===== src/rtl/mux21_arbiter.sv =====
// mux21_arbiter: round-robin owner of a MUX21's S/ENb with break-before-make dead time
// and a maximum hold limit so neither requester can starve the other.
module mux21_arbiter #(
    parameter int MAX_HOLD    = 8,
    parameter int DEAD_CYCLES = 1,
    parameter int CNT_W       = 4
) (
    input  logic CLK,
    input  logic RSTb,
    input  logic REQ0,
    input  logic REQ1,
    output logic GNT0,
    output logic GNT1,
    output logic S,
    output logic ENb,
    output logic BUSY,
    output logic PREEMPT
);
    typedef enum logic [1:0] {IDLE, GRANT0, GRANT1, DEAD} state_t;
    state_t state, state_nxt, arb;
    logic [CNT_W-1:0] hold_cnt, hold_nxt, dead_cnt, dead_nxt;
    logic last, last_nxt, s_nxt, preempt_nxt;
    logic req_own, req_oth, at_max, release_norm, release_pre, entering;
    // The requester that was not served last wins; the last owner only gets a re-grant when alone.
    assign arb = (last ? REQ0 : REQ1) ? (last ? GRANT0 : GRANT1) :
                 (last ? REQ1 : REQ0) ? (last ? GRANT1 : GRANT0) : IDLE;
    assign req_own      = (state == GRANT1) ? REQ1 : REQ0;
    assign req_oth      = (state == GRANT1) ? REQ0 : REQ1;
    assign at_max       = (MAX_HOLD > 0) && (hold_cnt == CNT_W'(MAX_HOLD));
    assign release_norm = !req_own;
    assign release_pre  = at_max && req_oth && req_own;
    assign entering     = (state_nxt == GRANT0 || state_nxt == GRANT1) && state_nxt != state;
    always_comb begin
        state_nxt   = state;
        hold_nxt    = hold_cnt;
        dead_nxt    = dead_cnt;
        preempt_nxt = 1'b0;
        case (state)
            IDLE: state_nxt = arb;
            GRANT0, GRANT1: begin
                if (release_norm || release_pre) begin
                    preempt_nxt = release_pre;
                    state_nxt   = (DEAD_CYCLES == 0) ? arb : DEAD;
                    dead_nxt    = CNT_W'(1);
                end else if (hold_cnt < CNT_W'(MAX_HOLD)) begin
                    hold_nxt = hold_cnt + CNT_W'(1);
                end
            end
            default: begin
                if (dead_cnt == CNT_W'(DEAD_CYCLES)) state_nxt = arb;
                else dead_nxt = dead_cnt + CNT_W'(1);
            end
        endcase
        hold_nxt = entering ? CNT_W'(1) : hold_nxt;
        last_nxt = entering ? (state_nxt == GRANT1) : last;
        s_nxt    = entering ? (state_nxt == GRANT1) : S;
    end
    always_ff @(posedge CLK or negedge RSTb) begin
        if (!RSTb) begin
            state    <= IDLE;
            hold_cnt <= '0;
            dead_cnt <= '0;
            last     <= 1'b1;
            GNT0     <= 1'b0;
            GNT1     <= 1'b0;
            S        <= 1'b0;
            ENb      <= 1'b1;
            BUSY     <= 1'b0;
            PREEMPT  <= 1'b0;
        end else begin
            state    <= state_nxt;
            hold_cnt <= hold_nxt;
            dead_cnt <= dead_nxt;
            last     <= last_nxt;
            GNT0     <= state_nxt == GRANT0;
            GNT1     <= state_nxt == GRANT1;
            S        <= s_nxt;
            ENb      <= !(state_nxt == GRANT0 || state_nxt == GRANT1);
            BUSY     <= state_nxt != IDLE;
            PREEMPT  <= preempt_nxt;
        end
    end
endmodule


===== config.mk =====
export PLATFORM = sky130hd
export DESIGN_NAME = mux21_arbiter
export DESIGN_NICKNAME = d
export VERILOG_FILES = /design/src/rtl/mux21_arbiter.sv
export SDC_FILE = /design/constraint.sdc
export NUM_CORES = 1
export LEC_CHECK = 0
export ABC_AREA = 1
export CAP_MARGIN = 20
export CORE_ASPECT_RATIO = 2
export CORE_MARGIN = 1
export CORE_UTILIZATION = 30
export CTS_BUF_LIST = sky130_fd_sc_hd__clkbuf_4
export DETAILED_ROUTE_END_ITERATION = 7
export DONT_BUFFER_PORTS = 1
export PLACE_DENSITY_LB_ADDON = 0.08
export SLEW_MARGIN = 20
export SYNTH_ARGS = -nofsm -noshare
export SYNTH_HDL_FRONTEND = slang
export SYNTH_SLANG_ARGS = --single-unit
export TNS_END_PERCENT = 5

===== constraint.sdc =====
create_clock -name CLK -period 2.3 [get_ports CLK]
set_input_delay 0.23 -clock CLK [delete_from_list [all_inputs] [get_ports CLK]]
set_output_delay 0.23 -clock CLK [all_outputs]
set_load 0.005 [all_outputs]

# Word level (Yosys, flattened, before mapping)
# Index checks and enable logic that the tools add are counted.
[word_totals] register_bits=17 input_bits=4 out_inout_bits=6 word_cells=58
[op_classes] addsub=2 magnitude_cmp=1 n_eq_ne=10 muxes=20 bitwise_logic=1 n_reduce_logical=14
[ops] cell="2-to-1 mux 4 bit" count=6
[ops] cell="2-to-1 mux 2 bit" count=6
[ops] cell="adder 4 x 1 -> 4 bit, second input constant" count=2
[ops] cell="one-hot mux 4 bit (2 select lines)" count=1
[ops] cell="2-to-1 mux 1 bit" count=6
[ops] cell="AND reduction 3 bit" count=2
[ops] cell="nonzero test 2 bit" count=3
[ops] cell="== test 2 x 1 -> 1 bit, second input constant" count=2
[ops] cell="== test 2 bit, second input constant" count=2
[ops] cell="== test 4 x 1 -> 1 bit, second input constant" count=1
[ops] cell="== test 4 bit, second input constant" count=1
[ops] cell="< comparator 4 bit, second input constant" count=1
[ops] cell="!= test 2 bit, second input constant" count=2
[ops] cell="one-hot mux 2 bit (2 select lines)" count=1
[ops] cell="logical AND 1 bit" count=3
[ops] cell="logical NOT 1 bit" count=2
[ops] cell="logical NOT 2 bit" count=1
[ops] cell="logical OR 1 bit" count=2
[ops] cell="!= test 2 x 1 -> 1 bit, second input constant" count=1
[ops] cell="!= test 2 bit" count=1
[ops] cell="OR reduction 2 bit" count=1
[ops] cell="NOT 1 bit" count=1

# Longest topological paths before layout
# Gate-level depths: netlist of the first run.
[logic_depth] depth_word=12 mapped_depth=17 depth_no_buf=17

# Worst setup path before layout of the first run
# Ideal clock, no wire load.
[synth_timing] kind="reg2reg" startpoint="reg state[0]" endpoint="reg hold_cnt[1]" setup_ps=119 arrival_time_ps=1898 required_ps=2181 path_slack_ps=283 path_stages_with_launch=16 n_path_buf=0 period_less_slack_ps=2017 cell_sequence="dfrtp_1 -> inv_1 -> ha_1 -> nand2_1 -> nand2_2 -> nand2_2 -> nand3_1 -> nand2_1 -> nand2_1 -> nand2_1 -> nand2_2 -> inv_1 -> ha_1 -> inv_1 -> nand2_2 -> and2_1"
[synth_between] elab_chain_len=12 word_cells_on_any_way=23 cone_classes="eq/ne (6); mux (6); reduce/logical (11)"
[synth_rtl] element="start, declared" line="20" source="state_t state, state_nxt, arb;"
[synth_rtl] element="start signal, assigned" line="71" source="state <= state_nxt;"
[synth_rtl] element="== test 2 bit" line="27, 28, 38"
[synth_rtl] element="2-to-1 mux 1 bit" line="28" source="assign req_oth = (state == GRANT1) ? REQ0 : REQ1;"
[synth_rtl] element="logical AND 1 bit (2 in a row)" line="31" source="assign release_pre = at_max && req_oth && req_own;"
[synth_rtl] element="logical OR 1 bit" line="41" source="if (release_norm || release_pre) begin"
[synth_rtl] element="2-to-1 mux 2 bit" line="41"
[synth_rtl] element="one-hot mux 2 bit (2 select lines) *" line="38" source="case (state)"
[synth_rtl] element="via state_nxt[0]" line="20"
[synth_rtl] element="== test 2 x 1 -> 1 bit / == test 2 bit (equally long branches)" line="32" source="assign entering = (state_nxt == GRANT0 || state_nxt == GRANT1) && state_nxt != state;"
[synth_rtl] element="logical OR 1 bit" line="32"
[synth_rtl] element="logical AND 1 bit *" line="32"
[synth_rtl] element="!= test 2 bit (no source line) / nonzero test 2 bit (equally long branches)"
[synth_rtl] element="AND reduction 3 bit (no source line)"
[synth_rtl] element="end signal, assigned" line="72" source="hold_cnt <= hold_nxt;"
[synth_rtl] element="end, declared" line="21" source="logic [CNT_W-1:0] hold_cnt, hold_nxt, dead_cnt, dead_nxt;"
# The timed path passes the listed nets; every way through them passes the cells marked *.
# A chain may end at the register's enable or synchronous reset.

# Worst setup path in the final report of the first run
[layout_timing] startpoint="reg state[1]" endpoint="reg dead_cnt[2]"
[layout_between] elab_chain_len=7 word_cells_on_any_way=15 cone_classes="eq/ne (4); mux (3); bitwise (1); reduce/logical (7)"
[layout_rtl] element="== test 2 bit" line="27, 28, 38"
[layout_rtl] element="2-to-1 mux 1 bit" line="28"
[layout_rtl] element="logical AND 1 bit (2 in a row)" line="31"
[layout_rtl] element="logical OR 1 bit" line="41"
[layout_rtl] element="!= test 2 bit (no source line)"
[layout_rtl] element="AND reduction 3 bit (no source line)"
[layout_rtl] element="end signal, assigned" line="73" source="dead_cnt <= dead_nxt;"
[layout_rtl] element="end, declared" line="21"
# Several ways; a longest one is shown, not always the timed one.

==> flow_metrics.env, run 1 <==
export IMPL_cp_required_ps=2530
export IMPL_syn_avg_cell_area_sq_um=8.36
export IMPL_hold_path_class="input pin to flip-flop"
export IMPL_cts_buffers=3
export IMPL_async_flop_share_pct=100
export IMPL_yosys_area_share_adder_pct=12.4
export IMPL_fin_nets=142
export IMPL_grt_max_degree=18
export IMPL_cp_startpoint="state[1]"
export IMPL_outcome="finished, final reports clean"
export IMPL_maxCapViolations=0
export IMPL_synth_edf_count=0
export IMPL_fillers=355
export IMPL_crit_chain="inv_1 > ha_1 > buf_4 > nand2_2 > a21oi_4 > nor3_1 > nand2_1 > xor2_1 > a21oi_1"
export IMPL_grt_setup_unrepaired="no"
export IMPL_ys_seq_area_share_pct=42.3
export IMPL_setup_violations=0
export IMPL_htree_levels=1
export IMPL_synth_seq_cells=17
export IMPL_grt_overflow_total=0
export IMPL_arrival_ps=2260
export IMPL_synth_area_leader_cell="dfrtp_1"
export IMPL_start_util_pct=31.7
export IMPL_path_class="flip-flop to flip-flop"
export IMPL_regArea_sq_um=428
export IMPL_vias=748
export IMPL_max_clock_path_buffers=2
export IMPL_synth_cell_type_count=20
export IMPL_period_needed_ps=2030
export IMPL_viasPerCell=4.73
export IMPL_synth_xor_area_share_pct=1.73
export IMPL_grt_antenna_before_repair=0
export IMPL_grt_pass1_vias=740
export IMPL_clock_skew_final_ps=10.3
export IMPL_rr_worst_depth=9
export IMPL_dieWidth_um=43.1
export IMPL_r2r_start="state[1]"
export IMPL_clock_latency_ps=300
export IMPL_synth_top_family_by_area="simple AND/OR/NAND/NOR gates"
export IMPL_synthTopCellsByCount="27 x nand2_1, 20 x inv_1, 15 x dfrtp_1"
export IMPL_grt_pass1_wl_um=3360
export IMPL_max_slew_margin_rel_pct=47.6
export IMPL_syn_area_sq_mm=0.00101
export IMPL_dr_first_iter_drc_count=9
export IMPL_cp_max_fo=7
export IMPL_yosys_area_share_simple_pct=25.4
export IMPL_drtAntennaViolNets=0
export IMPL_area_growth_pct=9.78
export IMPL_path_clk_slew_ps=110
export IMPL_die_area_sq_mm=0.00362
export IMPL_rows=29
export IMPL_ys_flop_type="dfrtp_1"
export IMPL_route_detailed_wl_per_inst_um=12.2
export IMPL_synth_top_area_share_pct=37.1
export IMPL_worst_path_max_delay_cell="dfrtp_1"
export IMPL_multiInputGateArea_sq_um=515
export IMPL_drv_slew=0
export IMPL_worstSetupStartpointType="flip-flop"
export IMPL_max_stage_delay_ps=440
export IMPL_dpl_hpwl_um=1530
export IMPL_tns_ps=0
export IMPL_synth_compound_area_share_pct=9.16
export IMPL_cts_tree="built"
export IMPL_timing_fmax_mhz=492
export IMPL_synth_nets=135
export IMPL_die_y_um=84.1
export IMPL_yosysMostFrequentCell="nand2_1"
export IMPL_clkSinkCount=17
export IMPL_synthTopCellsByArea="dfrtp_1 37%, ha_1 12%, nand2_1 10%"
export IMPL_first_pass_iters=3
export IMPL_hold_violations=0
export IMPL_muxShareOfSynthArea_pct=1.11
export IMPL_drive_gt1_share_pct=17.3
export IMPL_crit_path_end="dead_cnt[2]"
export IMPL_track_usage_pct=12.4
export IMPL_regToRegSetupSlack_ps=270
export IMPL_r2r_end="dead_cnt[2]"
export IMPL_reg_top3="dead_cnt: 4 flops, hold_cnt: 4 flops, state: 2 flops"
export IMPL_synth_warnings=0
export IMPL_diodes=0
export IMPL_crit_path_end_kind="flip-flop"
export IMPL_worst_pin_slew_ps=784
export IMPL_place_gp_congestion=0.723
export IMPL_fin_crit_sh_pct=88.3
export IMPL_clock_root_buffer="clkbuf_4"
export IMPL_io_buffers=0
export IMPL_core_sq_mm=0.00319
export IMPL_io_pins=10
export IMPL_route_detailed_drc=0
export IMPL_drt_wl_total_um=1930
export IMPL_syn_inst=121
[cell type report]
class / instances / area share [%]
inverters: 20 / 6.76
flip-flops and latches: 17 / 38.6
repair buffers: 3 / 2.25
clock inverters: 1 / 0.451
clock buffers: 3 / 2.03
well taps: 31 / 3.49
multi-input cells: 83 / 46.4
[cell families after synthesis]
logic type | Yosys count
mux | 1
flops | 17
buf+inv | 21
compound gates | 15
simple gates | 55
xor+xnor | 2
fa+ha+maj | 10
[worst max-delay path: cells and delay by family, from the launching register on]
kind            cells  cell delay, ps
simple gates        3             600
buf+inv             2             280
xor+xnor            1             160
compound gates      2             160
fa+ha+maj           1             330
flops               1             440
[metrics by stage]
step	instance area [sq um]	setup slack, ps	cells	util (%)	hold slack (ps)
6_report	1110	268	158	34.8	239
5_1_grt	1110	37.2	158	34.8	230
4_1_cts	1100	70.7	158	34.4	232
3_5_place_dp	1060	83.8	153	33.2	-65.0
3_3_place_gp	1060	86.4	153	33.2	-65.0
2_1_floorplan	1010	283	121	-	-65.6
[per-layer routing]
layer	wire length (um)	track usage (%)	up-vias
li1	-	-	391
met2	1100	21.8	10
met4	24	5.79	0
met1	754	13.5	345
met5	0	0	-
met3	58	2.60	2
[cells in the final DEF (no fill, tap or decap), drive strengths merged]
cell type    count
a21boi           1
nor2             5
inv             20
dfstp            2
clkbuf           3
nand2           35
a21oi            5
buf              2
nor4             1
nand3           11
dfrtp           15
dlygate4sd3      1
ha              10
mux2             1
clkinv           1
o21ai            9
xor2             2
nor3             1
and2             2
[timing repair]
action                                  4_1_cts  5_1_grt
buffers inserted                              0        0
hold endpoints to repair                     17        0
endpoints found under the setup margin        0        5
hold buffers                                  1        0
resized for setup                             0        4
[worst min path at each step]
stage / startpoint / to / slack, ps / cells past startpoint
after CTS: REQ1 / PREEMPT / 230 / 4
after global placement: RSTb / dead_cnt[3] / -70 / 0
after detailed placement: RSTb / dead_cnt[3] / -60 / 0
after global routing: REQ1 / PREEMPT / 230 / 4
after floorplan: RSTb / BUSY / -70 / 0
final: REQ1 / PREEMPT / 240 / 4
Power of run 1 is left out: the tool's default activity adds up to more than one toggle a clock period on the data nets, which glitch-free logic cannot reach.
==> run 2, diff against run 1 <==
- CORE_ASPECT_RATIO: 2 -> default
- CORE_UTILIZATION: 30 -> 45
- RECOVER_POWER: default -> 25
==> run 2 against run 1 <==
Net effect: sequential share of layout area about the same; non-clock buffer count stayed put; clock skew is 7.1 ps lower; first-iteration DRC count down 33%; hold slack got worse by 23 ps.
==> flow_metrics.env, run 2 (same netlist as run 1, synthesis figures left out) <==
export IMPL_mostFrequentLayoutCells="27 x nand2_1, 19 x inv_1, 15 x dfrtp_1"
export IMPL_regToRegSetupSlack_ps=180
export IMPL_route_detailed_wl_per_inst_um=11.1
export IMPL_period_needed_ps=2120
export IMPL_final_common_cell="nand2_1"
export IMPL_drive_gt1_share_pct=18.1
export IMPL_reg_top3="dead_cnt: 4 flops, hold_cnt: 4 flops, state: 2 flops"
export IMPL_crit_path_end_kind="flip-flop"
export IMPL_clock_latency_ps=300
export IMPL_route_detailed_drc=0
export IMPL_routed_top_layer="met4"
export IMPL_wl_met2_um=801
export IMPL_grt_setup_unrepaired="no"
export IMPL_dpl_hpwl_um=1340
export IMPL_cp_max_fo=8
export IMPL_io_buffers=0
export IMPL_core_sq_mm=0.00204
export IMPL_worst_path_max_delay_cell="ha_2"
export IMPL_crit_chain="inv_1 > buf_4 > ha_2 > nand2_1 > nand2_1 > nand2_1 > nand2_2 > inv_1 > ha_1 > inv_2 > nand2_2 > and2_1"
export IMPL_clock_root_buffer="clkbuf_4"
export IMPL_drv_slew=0
export IMPL_tns_ps=0
export IMPL_clock_skew_final_ps=3.12
export IMPL_max_slew_margin_rel_pct=46.8
export IMPL_wl_met1_um=812
export IMPL_grt_pass1_vias=738
export IMPL_io_pins=10
export IMPL_cts_tree="built"
export IMPL_cp_common_cell="nand2_1"
export IMPL_vias=738
export IMPL_die_area_sq_mm=0.00244
export IMPL_dr_first_iter_drc_count=6
export IMPL_viasPerCell=4.79
export IMPL_outcome="finished, final reports clean"
export IMPL_fin_crit_sh_pct=92.0
export IMPL_cts_buffers=3
export IMPL_first_pass_iters=4
export IMPL_hold_violations=0
export IMPL_htree_levels=1
export IMPL_setup_violations=0
export IMPL_finish_utilization_pct=54.4
export IMPL_grt_overflow_total=0
export IMPL_cp_startpoint="state[0]"
export IMPL_grt_max_degree=18
export IMPL_timing_fmax_mhz=472
export IMPL_grt_antenna_before_repair=0
export IMPL_arrival_ps=2310
export IMPL_hold_path_class="input pin to flip-flop"
export IMPL_die_y_um=49.4
export IMPL_maxCapViolations=0
export IMPL_fillers=205
export IMPL_clkSinkCount=17
export IMPL_max_clock_path_buffers=2
export IMPL_path_clk_slew_ps=100
export IMPL_max_stage_delay_ps=400
export IMPL_path_buf_inv=4
export IMPL_start_util_pct=49.5
export IMPL_grt_pass1_wl_um=3040
export IMPL_min_delay_start="REQ1"
export IMPL_dieWidth_um=49.4
export IMPL_fin_nets=142
export IMPL_path_class="flip-flop to flip-flop"
export IMPL_worstSetupStartpointType="flip-flop"
export IMPL_track_usage_pct=16.4
export IMPL_cp_required_ps=2490
export IMPL_drtAntennaViolNets=0
export IMPL_place_gp_congestion=0.875
export IMPL_rows=16
export IMPL_drt_wl_total_um=1710
export IMPL_cp_top_family="adder cells"
export IMPL_worst_pin_slew_ps=795
export IMPL_area_growth_pct=9.90
export IMPL_diodes=0
export IMPL_r2r_start="state[0]"
export IMPL_dr_wl_met3_um=67
[run 2: worst paths after layout]
path,endpoint,cells after the start
worst min-delay path,PREEMPT,4
worst min register to register,dead_cnt[3],1
min in group asynchronous,dead_cnt[1],1
worst max-delay path,hold_cnt[1],12
worst max register to register,hold_cnt[1],12
max in group asynchronous,hold_cnt[1],1
[run 2: timing repair]
action | CTS | global route
gates resized for setup | 0 | 5
setup endpoints to repair | 0 | 4
endpoints found under the hold margin | 17 | 0
hold buffers | 1 | 0
buffers inserted | 0 | 1
[run 2: tightest hold or removal path, cell delays in order]
cell and delay (ps):
nand2_1 50, o21ai_2 70, nand2_2 90, nor2_1 40
[run 2: final cells by class]
type	instances	area, sq um	share of cell area, %
clock buffers	3	22.5	2.03
clock inverters	1	5.00	0.450
inverters	20	75.1	6.76
multi-input cells	83	522	47.0
flip-flops and latches	17	428	38.5
well taps	27	33.8	3.04
repair buffers	3	25.0	2.25
[run 2: through the flow]
stage | cells | cell area, sq um | hold slack (ps) | worst slack (ps)
6_report | 154 | 1110 | 215 | 183
5_1_grt | 154 | 1110 | 230 | 15.8
4_1_cts | 153 | 1080 | 211 | 93.4
3_5_place_dp | 148 | 1050 | -65.1 | 123
3_3_place_gp | 148 | 1050 | -65.2 | 218
2_1_floorplan | 121 | 1010 | -65.6 | 283
[run 2: per-layer routing]
layer	GRT usage, %	vias up
met5	0	-
met4	7.14	0
met3	2.80	4
met2	26.7	15
met1	21.3	327
li1	-	392
Power of run 2 is left out for the same reason.
